===== config.mk =====
export PLATFORM = sky130hd
export DESIGN_NAME = spi_regfile_peripheral
export DESIGN_NICKNAME = d
export VERILOG_FILES = /design/src/rtl/spi_regfile_peripheral.sv
export SDC_FILE = /design/constraint.sdc
export NUM_CORES = 1
export LEC_CHECK = 0
export CAP_MARGIN = 25
export CORE_MARGIN = 3
export CORE_UTILIZATION = 35
export DETAILED_ROUTE_END_ITERATION = 10
export PLACE_DENSITY_LB_ADDON = 0.1
export SLEW_MARGIN = 20
export SYNTH_ARGS = -nofsm -noshare
export SYNTH_HDL_FRONTEND = slang
export SYNTH_SLANG_ARGS = --single-unit

===== constraint.sdc =====
create_clock -name clk -period 8.6 [get_ports clk]
set_clock_uncertainty 0.1 [all_clocks]
set_input_delay 1.29 -clock clk [delete_from_list [all_inputs] [get_ports clk]]
set_output_delay 1.29 -clock clk [all_outputs]
set_load 0.005 [all_outputs]

===== src/rtl/spi_regfile_peripheral.sv =====
`default_nettype none
`timescale 1ns/1ps
//============================================================================
// Module      : spi_regfile_peripheral
// Description : SPI Mode-0 peripheral fronting a NUM_REGS x DATA_W register
//               file. A frame is R/W bit, ADDR_W address bits, then DATA_W
//               data bits, MSB first. A frame commits on the nCS rising
//               edge only if exactly 1+ADDR_W+DATA_W bits were clocked in.
//               Frames of any other non-zero length are dropped and pulse
//               frame_err.
// Ports       : clk, rst_n      - system clock, async active-low reset
//               nCS, SCLK, COPI - SPI pins, asynchronous to clk
//               CIPO, CIPO_oe   - read data out and its drive enable
//               reg_out         - flattened registers, reg k at [k*DATA_W +: DATA_W]
//               wr_strobe       - one-cycle pulse on bit k when reg k is written
//               frame_err       - one-cycle pulse when a frame is discarded
// Options     : SPI_READBACK_EN - when defined, read frames shift register
//               contents out on CIPO; otherwise CIPO/CIPO_oe are tied low.
// Revision    : 1.0 - initial release
//============================================================================
module spi_regfile_peripheral #(
   parameter int NUM_REGS = 5,
   parameter int ADDR_W   = 7,
   parameter int DATA_W   = 8
) (
   input  logic                       clk,
   input  logic                       rst_n,
   input  logic                       nCS,
   input  logic                       SCLK,
   input  logic                       COPI,
   output logic                       CIPO,
   output logic                       CIPO_oe,
   output logic [NUM_REGS*DATA_W-1:0] reg_out,
   output logic [NUM_REGS-1:0]        wr_strobe,
   output logic                       frame_err
);

   localparam int c_FRAME = 1 + ADDR_W + DATA_W;
   localparam int c_CNT_W = $clog2(c_FRAME + 2);
   localparam logic [c_CNT_W-1:0] c_CNT_CMD   = c_CNT_W'(1 + ADDR_W);
   localparam logic [c_CNT_W-1:0] c_CNT_FRAME = c_CNT_W'(c_FRAME);
   localparam logic [c_CNT_W-1:0] c_CNT_OVF   = c_CNT_W'(c_FRAME + 1);

   localparam logic [1:0] c_ST_IDLE = 2'd0;
   localparam logic [1:0] c_ST_CMD  = 2'd1;
   localparam logic [1:0] c_ST_DATA = 2'd2;
   localparam logic [1:0] c_ST_OVF  = 2'd3;

   // ---------------------------------------------------------------- sync
   logic r_ncs_meta, r_ncs_s, r_ncs_d;
   logic r_sclk_meta, r_sclk_s, r_sclk_d;
   logic r_copi_meta, r_copi_s;

   always_ff @(posedge clk or negedge rst_n) begin
      if (!rst_n) begin
         // nCS path resets to "deselected" so leaving reset never looks
         // like a chip-select edge.
         r_ncs_meta  <= 1'b1;
         r_ncs_s     <= 1'b1;
         r_ncs_d     <= 1'b1;
         r_sclk_meta <= 1'b0;
         r_sclk_s    <= 1'b0;
         r_sclk_d    <= 1'b0;
         r_copi_meta <= 1'b0;
         r_copi_s    <= 1'b0;
      end else begin
         r_ncs_meta  <= nCS;
         r_ncs_s     <= r_ncs_meta;
         r_ncs_d     <= r_ncs_s;
         r_sclk_meta <= SCLK;
         r_sclk_s    <= r_sclk_meta;
         r_sclk_d    <= r_sclk_s;
         r_copi_meta <= COPI;
         r_copi_s    <= r_copi_meta;
      end
   end

   logic w_sclk_rise, w_ncs_fall, w_ncs_rise;
   assign w_sclk_rise = r_sclk_s & ~r_sclk_d;
   assign w_ncs_fall  = ~r_ncs_s & r_ncs_d;
   assign w_ncs_rise  = r_ncs_s & ~r_ncs_d;

   // ------------------------------------------------------- frame capture
   logic [1:0]         r_state;
   logic [c_CNT_W-1:0] r_bit_cnt;
   logic [c_FRAME-1:0] r_shift;

   logic               w_active, w_sample;
   logic [c_CNT_W-1:0] w_cnt_next;
   logic [c_FRAME-1:0] w_shift_next;

   assign w_active = (r_state != c_ST_IDLE);
   assign w_sample = w_active & w_sclk_rise;

   // Post-sample view of the frame. The commit logic looks at these so an
   // SCLK rise landing in the same cycle as the nCS rise is counted first.
   always_comb begin
      w_cnt_next   = r_bit_cnt;
      w_shift_next = r_shift;
      if (w_sample) begin
         if (r_bit_cnt < c_CNT_FRAME) begin
            w_shift_next = {r_shift[c_FRAME-2:0], r_copi_s};
            w_cnt_next   = r_bit_cnt + 1'b1;
         end else begin
            w_cnt_next   = c_CNT_OVF;   // saturate, never wrap
         end
      end
   end

   logic              w_rw, w_to_data, w_commit, w_valid, w_commit_wr, w_commit_err;
   logic [ADDR_W-1:0] w_addr;
   logic [DATA_W-1:0] w_data;

   assign w_rw         = w_shift_next[c_FRAME-1];
   assign w_addr       = w_shift_next[c_FRAME-2 -: ADDR_W];
   assign w_data       = w_shift_next[DATA_W-1:0];
   assign w_to_data    = (r_state == c_ST_CMD) && w_sample && (w_cnt_next == c_CNT_CMD);
   assign w_commit     = w_active & w_ncs_rise;
   assign w_valid      = (w_cnt_next == c_CNT_FRAME);
   assign w_commit_wr  = w_commit & w_valid & w_rw;
   // A select pulse with no SCLK activity is not an error.
   assign w_commit_err = w_commit & ~w_valid & (w_cnt_next != '0);

   always_ff @(posedge clk or negedge rst_n) begin
      if (!rst_n) begin
         r_state   <= c_ST_IDLE;
         r_bit_cnt <= '0;
         r_shift   <= '0;
      end else if (w_commit) begin
         r_state   <= c_ST_IDLE;
         r_bit_cnt <= '0;
         r_shift   <= '0;
      end else if (r_state == c_ST_IDLE) begin
         if (w_ncs_fall) begin
            r_state   <= c_ST_CMD;
            r_bit_cnt <= '0;
            r_shift   <= '0;
         end
      end else begin
         r_bit_cnt <= w_cnt_next;
         r_shift   <= w_shift_next;
         if (w_cnt_next == c_CNT_OVF)
            r_state <= c_ST_OVF;
         else if (w_to_data)
            r_state <= c_ST_DATA;
      end
   end

   // ------------------------------------------------------- register file
   logic [DATA_W-1:0]   r_regs [NUM_REGS];
   logic [NUM_REGS-1:0] r_wr_strobe;
   logic                r_frame_err;
   logic [NUM_REGS-1:0] w_wr_hit;

   // Addresses at or above NUM_REGS match no bit and are dropped silently.
   generate
      for (genvar k = 0; k < NUM_REGS; k++) begin : g_regs
         assign w_wr_hit[k] = w_commit_wr && (w_addr == ADDR_W'(k));
         assign reg_out[k*DATA_W +: DATA_W] = r_regs[k];
      end
   endgenerate

   always_ff @(posedge clk or negedge rst_n) begin
      if (!rst_n) begin
         r_wr_strobe <= '0;
         r_frame_err <= 1'b0;
         for (int k = 0; k < NUM_REGS; k++)
            r_regs[k] <= '0;
      end else begin
         r_wr_strobe <= w_wr_hit;
         r_frame_err <= w_commit_err;
         for (int k = 0; k < NUM_REGS; k++)
            if (w_wr_hit[k])
               r_regs[k] <= w_data;
      end
   end

   assign wr_strobe = r_wr_strobe;
   assign frame_err = r_frame_err;

   // ------------------------------------------------------------ readback
`ifdef SPI_READBACK_EN
   logic              w_sclk_fall, w_tx_shift_en;
   logic [ADDR_W-1:0] w_cmd_addr;
   logic [DATA_W-1:0] w_rd_data;
   logic [DATA_W-1:0] r_tx_shift;

   assign w_sclk_fall = ~r_sclk_s & r_sclk_d;
   assign w_cmd_addr  = w_shift_next[ADDR_W-1:0];

   always_comb begin
      w_rd_data = '0;
      for (int k = 0; k < NUM_REGS; k++)
         if (w_cmd_addr == ADDR_W'(k))
            w_rd_data = r_regs[k];
   end

   // The falling edge that closes the last address bit must not shift:
   // the MSB has only just been loaded and is sampled on the next rise.
   assign w_tx_shift_en = w_sclk_fall &&
                          ((r_state == c_ST_DATA) || (r_state == c_ST_OVF)) &&
                          (r_bit_cnt > c_CNT_CMD);

   always_ff @(posedge clk or negedge rst_n) begin
      if (!rst_n)
         r_tx_shift <= '0;
      else if (w_ncs_fall || w_commit)
         r_tx_shift <= '0;
      else if (w_to_data)
         r_tx_shift <= w_rd_data;
      else if (w_tx_shift_en)
         r_tx_shift <= {r_tx_shift[DATA_W-2:0], 1'b0};
   end

   assign CIPO    = r_tx_shift[DATA_W-1];
   assign CIPO_oe = ~r_ncs_s;
`else
   assign CIPO    = 1'b0;
   assign CIPO_oe = 1'b0;
`endif

endmodule
`default_nettype wire


# Yosys cells after proc, flatten, opt, wreduce, memory -nomap -nowiden
# Index checks and enable logic that the tools add are counted.
# W data, S select, Z words.
[totals]
input_bits = 5
rom_bits = 0
out_inout_bits = 48
latch_bits = 0
ff_bits = 77
ram_bits = 0
wordCells = 70
n_memories = 0
[op_classes]
magnitude_cmp = 1
eq_ne = 9
n_addsub = 1
bitwise_logic = 13
n_reduce_logical = 13
muxes = 15
mul = 0
div_mod_pow = 0
n_shift = 0
[ops]
columns = ["op", "n"]
rows = [
  ["$mux W16", 5],
  ["$mux W5", 5],
  ["$eq A7 B2 Y1 const B", 2],
  ["$eq A5 B5 Y1 const B", 2],
  ["$mux W2", 5],
  ["$and A1 B1 Y1", 9],
  ["$eq A7 B1 Y1 const B", 1],
  ["$eq A7 B3 Y1 const B", 1],
  ["$logic_and A1 B1 Y1", 7],
  ["$logic_not A7 Y1", 1],
  ["$add A5 B1 Y5 const B", 1],
  ["$eq A5 B4 Y1 const B", 1],
  ["$lt A5 B5 Y1 const B", 1],
  ["$reduce_bool A5 Y1", 1],
  ["$not A1 Y1", 4],
  ["$reduce_bool A4 Y1", 1],
  ["$ne A3 B3 Y1 const B", 1],
  ["$eq A2 B1 Y1 const B", 1],
  ["$logic_not A2 Y1", 1],
  ["$reduce_and A2 Y1", 1],
  ["$reduce_bool A2 Y1", 1],
]

# Logic depth before layout (Yosys ltp)
[depth]
word_depth = 10
mapped_depth = 8
ltp_nobuf = 6

# Worst setup path after synthesis
# No wires, ideal clock.
[synth_path]
kind = "register -> register"
start = "register r_bit_cnt[4]"
end = "register r_regs (netlist bit reg_out[10])"
setup_time_ns = 0.125
setup_slack_ns = 5.676
period_less_slack_ns = 2.924
required_time_ns = 8.375
path_buffers = 3
stages_incl_launch_ff = 9
arrival_ns = 2.700
cell_sequence = "dfrtp_1 > clkbuf_2 > or3b_1 > clkbuf_2 > or4_1 > a211o_1 > buf_6 > nor4_4 > mux2_2"
[synth_via]
elab_chain_len = 7
word_cells_on_any_way = 11
classes_between = "1 x add/sub; 1 x order compare; 2 x eq/ne; 4 x mux; 2 x bitwise; 1 x reduce/logical"
[synth_rtl]
columns = ["element", "line_no", "text"]
rows = [
  ["from (decl)", "85", "logic [c_CNT_W-1:0] r_bit_cnt;"],
  ["from (signal assigned)", "140", "r_bit_cnt <= w_cnt_next;"],
  ["$add A5 B1 Y5 or $lt A5 B5 Y1 (tied branches)", "103, 101", ""],
  ["$mux W5", "101", "if (r_bit_cnt < c_CNT_FRAME) begin"],
  ["$mux W5", "100", "if (w_sample) begin"],
  ["$eq A5 B5 Y1", "119", "assign w_valid = (w_cnt_next == c_CNT_FRAME);"],
  ["$and A1 B1 Y1 (2 in series)", "120", "assign w_commit_wr = w_commit & w_valid & w_rw;"],
  ["$logic_and A1 B1 Y1 (*)", "158", "assign w_wr_hit[k] = w_commit_wr && (w_addr == ADDR_W'(k));"],
  ["net w_wr_hit[1]", "153", "logic [NUM_REGS-1:0] w_wr_hit;"],
  ["to (signal, indexed assignment)", "174", "r_regs[k] <= w_data;"],
  ["to (decl)", "150", "logic [DATA_W-1:0] r_regs [NUM_REGS];"],
]
# Mark *: on every way through the listed nets, which the timed path passes. The rest lies on a longest branch.
# A chain may end at the register's enable or synchronous reset.

# Worst setup path in the final report
[layout_path]
start = "register r_bit_cnt[4]"
end = "register r_regs (netlist bit reg_out[15])"
# Same word-level chain as after synthesis.

==> impl_metrics.env <==
export IMPL_synthCells=264
export IMPL_hold_path_endpoint="r_sclk_s$_DFF_PN0_"
export IMPL_nets=324
export IMPL_die_area_um2=10760
export IMPL_multiInputGateArea_um2=1330
export IMPL_grt_util_all_layers_pct=14.83
export IMPL_min_period_ns=3.351
export IMPL_gp_congestion=0.7661
export IMPL_grt_pass1_wl_mm=12.83
export IMPL_wl_per_cell_um=16.35
export IMPL_cp_slowest_stage_delay_ns=0.77
export IMPL_peakVddDrop_mv=0.06310
export IMPL_worstMarginPinSlew_ns=0.8649
export IMPL_clk_latency_ns=0.34
export IMPL_syn2layout_area_growth_pct=25.91
export IMPL_synth_top_area_cell="dfrtp_1"
export IMPL_reg2reg_from="r_bit_cnt[4]$_DFFE_PN0P_"
export IMPL_synth_seq_area_share_pct=57.77
export IMPL_cap_violations=0
export IMPL_min_path_cells=0
export IMPL_cts_tree="done"
export IMPL_cts_setup_buffers=0
export IMPL_grt_max_degree=78
export IMPL_r2r_end="reg_out[15]$_DFFE_PN0P_"
export IMPL_post_cts_resized=0
export IMPL_synth_distinct_cells=50
export IMPL_setup_ws_ns=5.249
export IMPL_dp_hpwl_mm=4.766
export IMPL_start_kind="register"
export IMPL_port_buffers=50
export IMPL_antenna_cells=0
export IMPL_final_cell_area_um2=4208
export IMPL_stdcell_count=451
export IMPL_netlist_area_um2=3342
export IMPL_crit_type="register to register"
export IMPL_fin_crit_sh_pct=38.96
export IMPL_ys_async_sr_fraction_pct=100.0
export IMPL_io_pins=53
export IMPL_ctsHoldBuffers=0
export IMPL_tns_ns=0
export IMPL_cp_arrival_ns=3.48
export IMPL_drive_gt1_share_pct=22.05
export IMPL_placed_area_um2=3969
export IMPL_cts_buffer_depth=2
export IMPL_drtPass1Iterations=4
export IMPL_critPathMaxFanout=9
export IMPL_numClockSinks=77
export IMPL_synth_area_mux_share_pct=15.01
export IMPL_crit_required_ns=8.73
export IMPL_antenna_found_initial=0
export IMPL_slew_violations=0
export IMPL_p_per_area_nw_per_um2=166.8
export IMPL_rsz0062_at_grt="false"
export IMPL_grt_pass1_vias=2366
export IMPL_die_h_um=103.7
export IMPL_netlist_area_leader_share_pct=55.41
export IMPL_path_clk_slew_ns=0.08
export IMPL_die_w_um=103.7
export IMPL_synth_area_per_cell_um2=12.66
export IMPL_drt_wl_total_mm=7.375
export IMPL_synth_seq_cells=77
export IMPL_ys_flop_type="dfrtp_1"
export IMPL_avgViaCountPerCell=5.111
export IMPL_synth_edf_count=0
export IMPL_leakage_nw=1.897
export IMPL_synth_xor_area_share_pct=0
export IMPL_synth_simple_gate_area_share_pct=12.88
export IMPL_synth_top_family_by_area="multiplexers"
export IMPL_worstHoldStart="r_sclk_meta$_DFF_PN0_"
export IMPL_num_fill_cells=856
export IMPL_row_count=35
export IMPL_worstRegToRegCells=5
export IMPL_endpoint_kind="register"
export IMPL_dp_slack_ns=5.240
export IMPL_antenna_left=0
export IMPL_h_tree_depth=3
export IMPL_drcViolationCount=0
export IMPL_synth_area_leaders="dfrtp_1 (55%), mux2_2 (13%), a22o_1 (4.7%)"
export IMPL_slowest_stage="nor4_4"
export IMPL_num_vias=2305
export IMPL_ff_latch_area_um2=1931
export IMPL_ys_warn_count=0
export IMPL_grt_overflow=0
export IMPL_initialDrtViolationCount=148
export IMPL_design_core_area_um2=9240
export IMPL_relSlewSlack_pct=42.13
export IMPL_initial_core_util_pct=36.17
export IMPL_path_cells="or3b_1, or4_1, a211o_1, nor4_4, mux2_2"
export IMPL_cts_root_buf="clkbuf_8"
export IMPL_max_freq_ghz=0.2985
export IMPL_r2r_setup_slack_ns=5.25
export IMPL_hold_path_class="register to register"
export IMPL_synth_fa_ha_area_share_pct=0.3744
export IMPL_most_common_layout_cells="dfrtp_1 (74), clkdlybuf4s50_1 (49), mux2_2 (40), nand2_1 (29), a22o_1 (18)"
export IMPL_cts_buffers=9
export IMPL_status="finished, final reports clean"
export IMPL_synth_compound_area_share_pct=11.31
export IMPL_setup_viol=0
export IMPL_placedCellCount=435
export IMPL_hold_viol_final=0
export IMPL_final_common_cell="dfrtp_1"
## cell families (layout without fill, tap and decap cells)
kind of cell,count (synthesis),in the layout
AOI/OAI and AO/OA,49,49
adders and majority gates,1,1
and+or+nand+nor,73,73
other,1,2
muxes,45,45
DFF,77,77
buffers and inverters,18,75
## worst max-delay path, delay by kind of cell, from the launching register on
| kind | cells | cell delay [ns] |
|---|---|---|
| multiplexers | 1 | 0.41 |
| AND/OR/NAND/NOR | 3 | 1.79 |
| flip-flops | 1 | 0.47 |
| AO/OA/AOI/OAI | 1 | 0.47 |
## through the flow
stage | utilization, % | hold slack (ns) | total power [mW]
2_1_floorplan | - | 0.2312 | 0.3947
3_3_place_gp | 42.95 | 0.2396 | 0.4120
3_5_place_dp | 42.95 | 0.2347 | 0.4120
4_1_cts | 45.24 | 0.2527 | 0.7098
5_1_grt | 45.54 | 0.2643 | 0.7324
6_report | 45.54 | 0.2503 | 0.7020
## where the power goes
| group | internal, mW | switching [mW] |
|---|---|---|
| logic | 0.0106 | 0.0272 |
| clock network | 0.162 | 0.134 |
| registers | 0.366 | 0.00281 |
## registers in the layout, summed over array words and instances (netlist names)
| name | count |
|---|---|
| r_sclk_s | 1 |
| r_state | 2 |
| r_ncs_meta | 1 |
| wr_strobe | 5 |
| r_bit_cnt | 5 |
| reg_out | 40 |
| r_ncs_s | 1 |
| r_copi_s | 1 |
| r_ncs_d | 1 |
| r_shift | 16 |
| r_sclk_meta | 1 |
| r_sclk_d | 1 |
| frame_err | 1 |
| r_copi_meta | 1 |
## metal layers
metal / wire (um) / GRT usage [%]
met5: 0 / 0
met4: 110 / 5.983
met3: 315 / 2.928
met2: 3118 / 20.28
met1: 3831 / 22.82
## synthesized netlist by cell type (all sizes together), types with 2 or more instances
cell / number
or3: 2
a21o: 2
mux2i: 4
nand3b: 2
nor4: 7
nand2: 29
buf: 3
clkbuf: 10
dfrtp: 74
o21ai: 5
a22o: 18
nor3: 4
nor2: 7
or2: 2
mux2: 41
nand2b: 2
dfstp: 3
nand3: 6
a211o: 2
nor2b: 2
a21oi: 8
inv: 5
and3: 3
## how the worst max path moves through the flow
stage                             startpoint                 endpoint  cells past startpoint
global route        r_bit_cnt[4]$_DFFE_PN0P_  reg_out[15]$_DFFE_PN0P_                      5
floorplan           r_bit_cnt[4]$_DFFE_PN0P_  reg_out[10]$_DFFE_PN0P_                      8
detailed placement  r_bit_cnt[4]$_DFFE_PN0P_  reg_out[17]$_DFFE_PN0P_                      5
finish              r_bit_cnt[4]$_DFFE_PN0P_  reg_out[15]$_DFFE_PN0P_                      5
global placement    r_bit_cnt[4]$_DFFE_PN0P_  reg_out[11]$_DFFE_PN0P_                      5
CTS                 r_bit_cnt[4]$_DFFE_PN0P_  reg_out[17]$_DFFE_PN0P_                      5
## area by class of cell
type	count	area share, %
clock buffer	9	2.944
timing repair buffer	55	13.20
sequential	77	45.88
tap	129	3.836
clock inverter	6	2.081
inverter	5	0.4460
multi-input combinational	170	31.61
(Power assumes the default switching activity.)
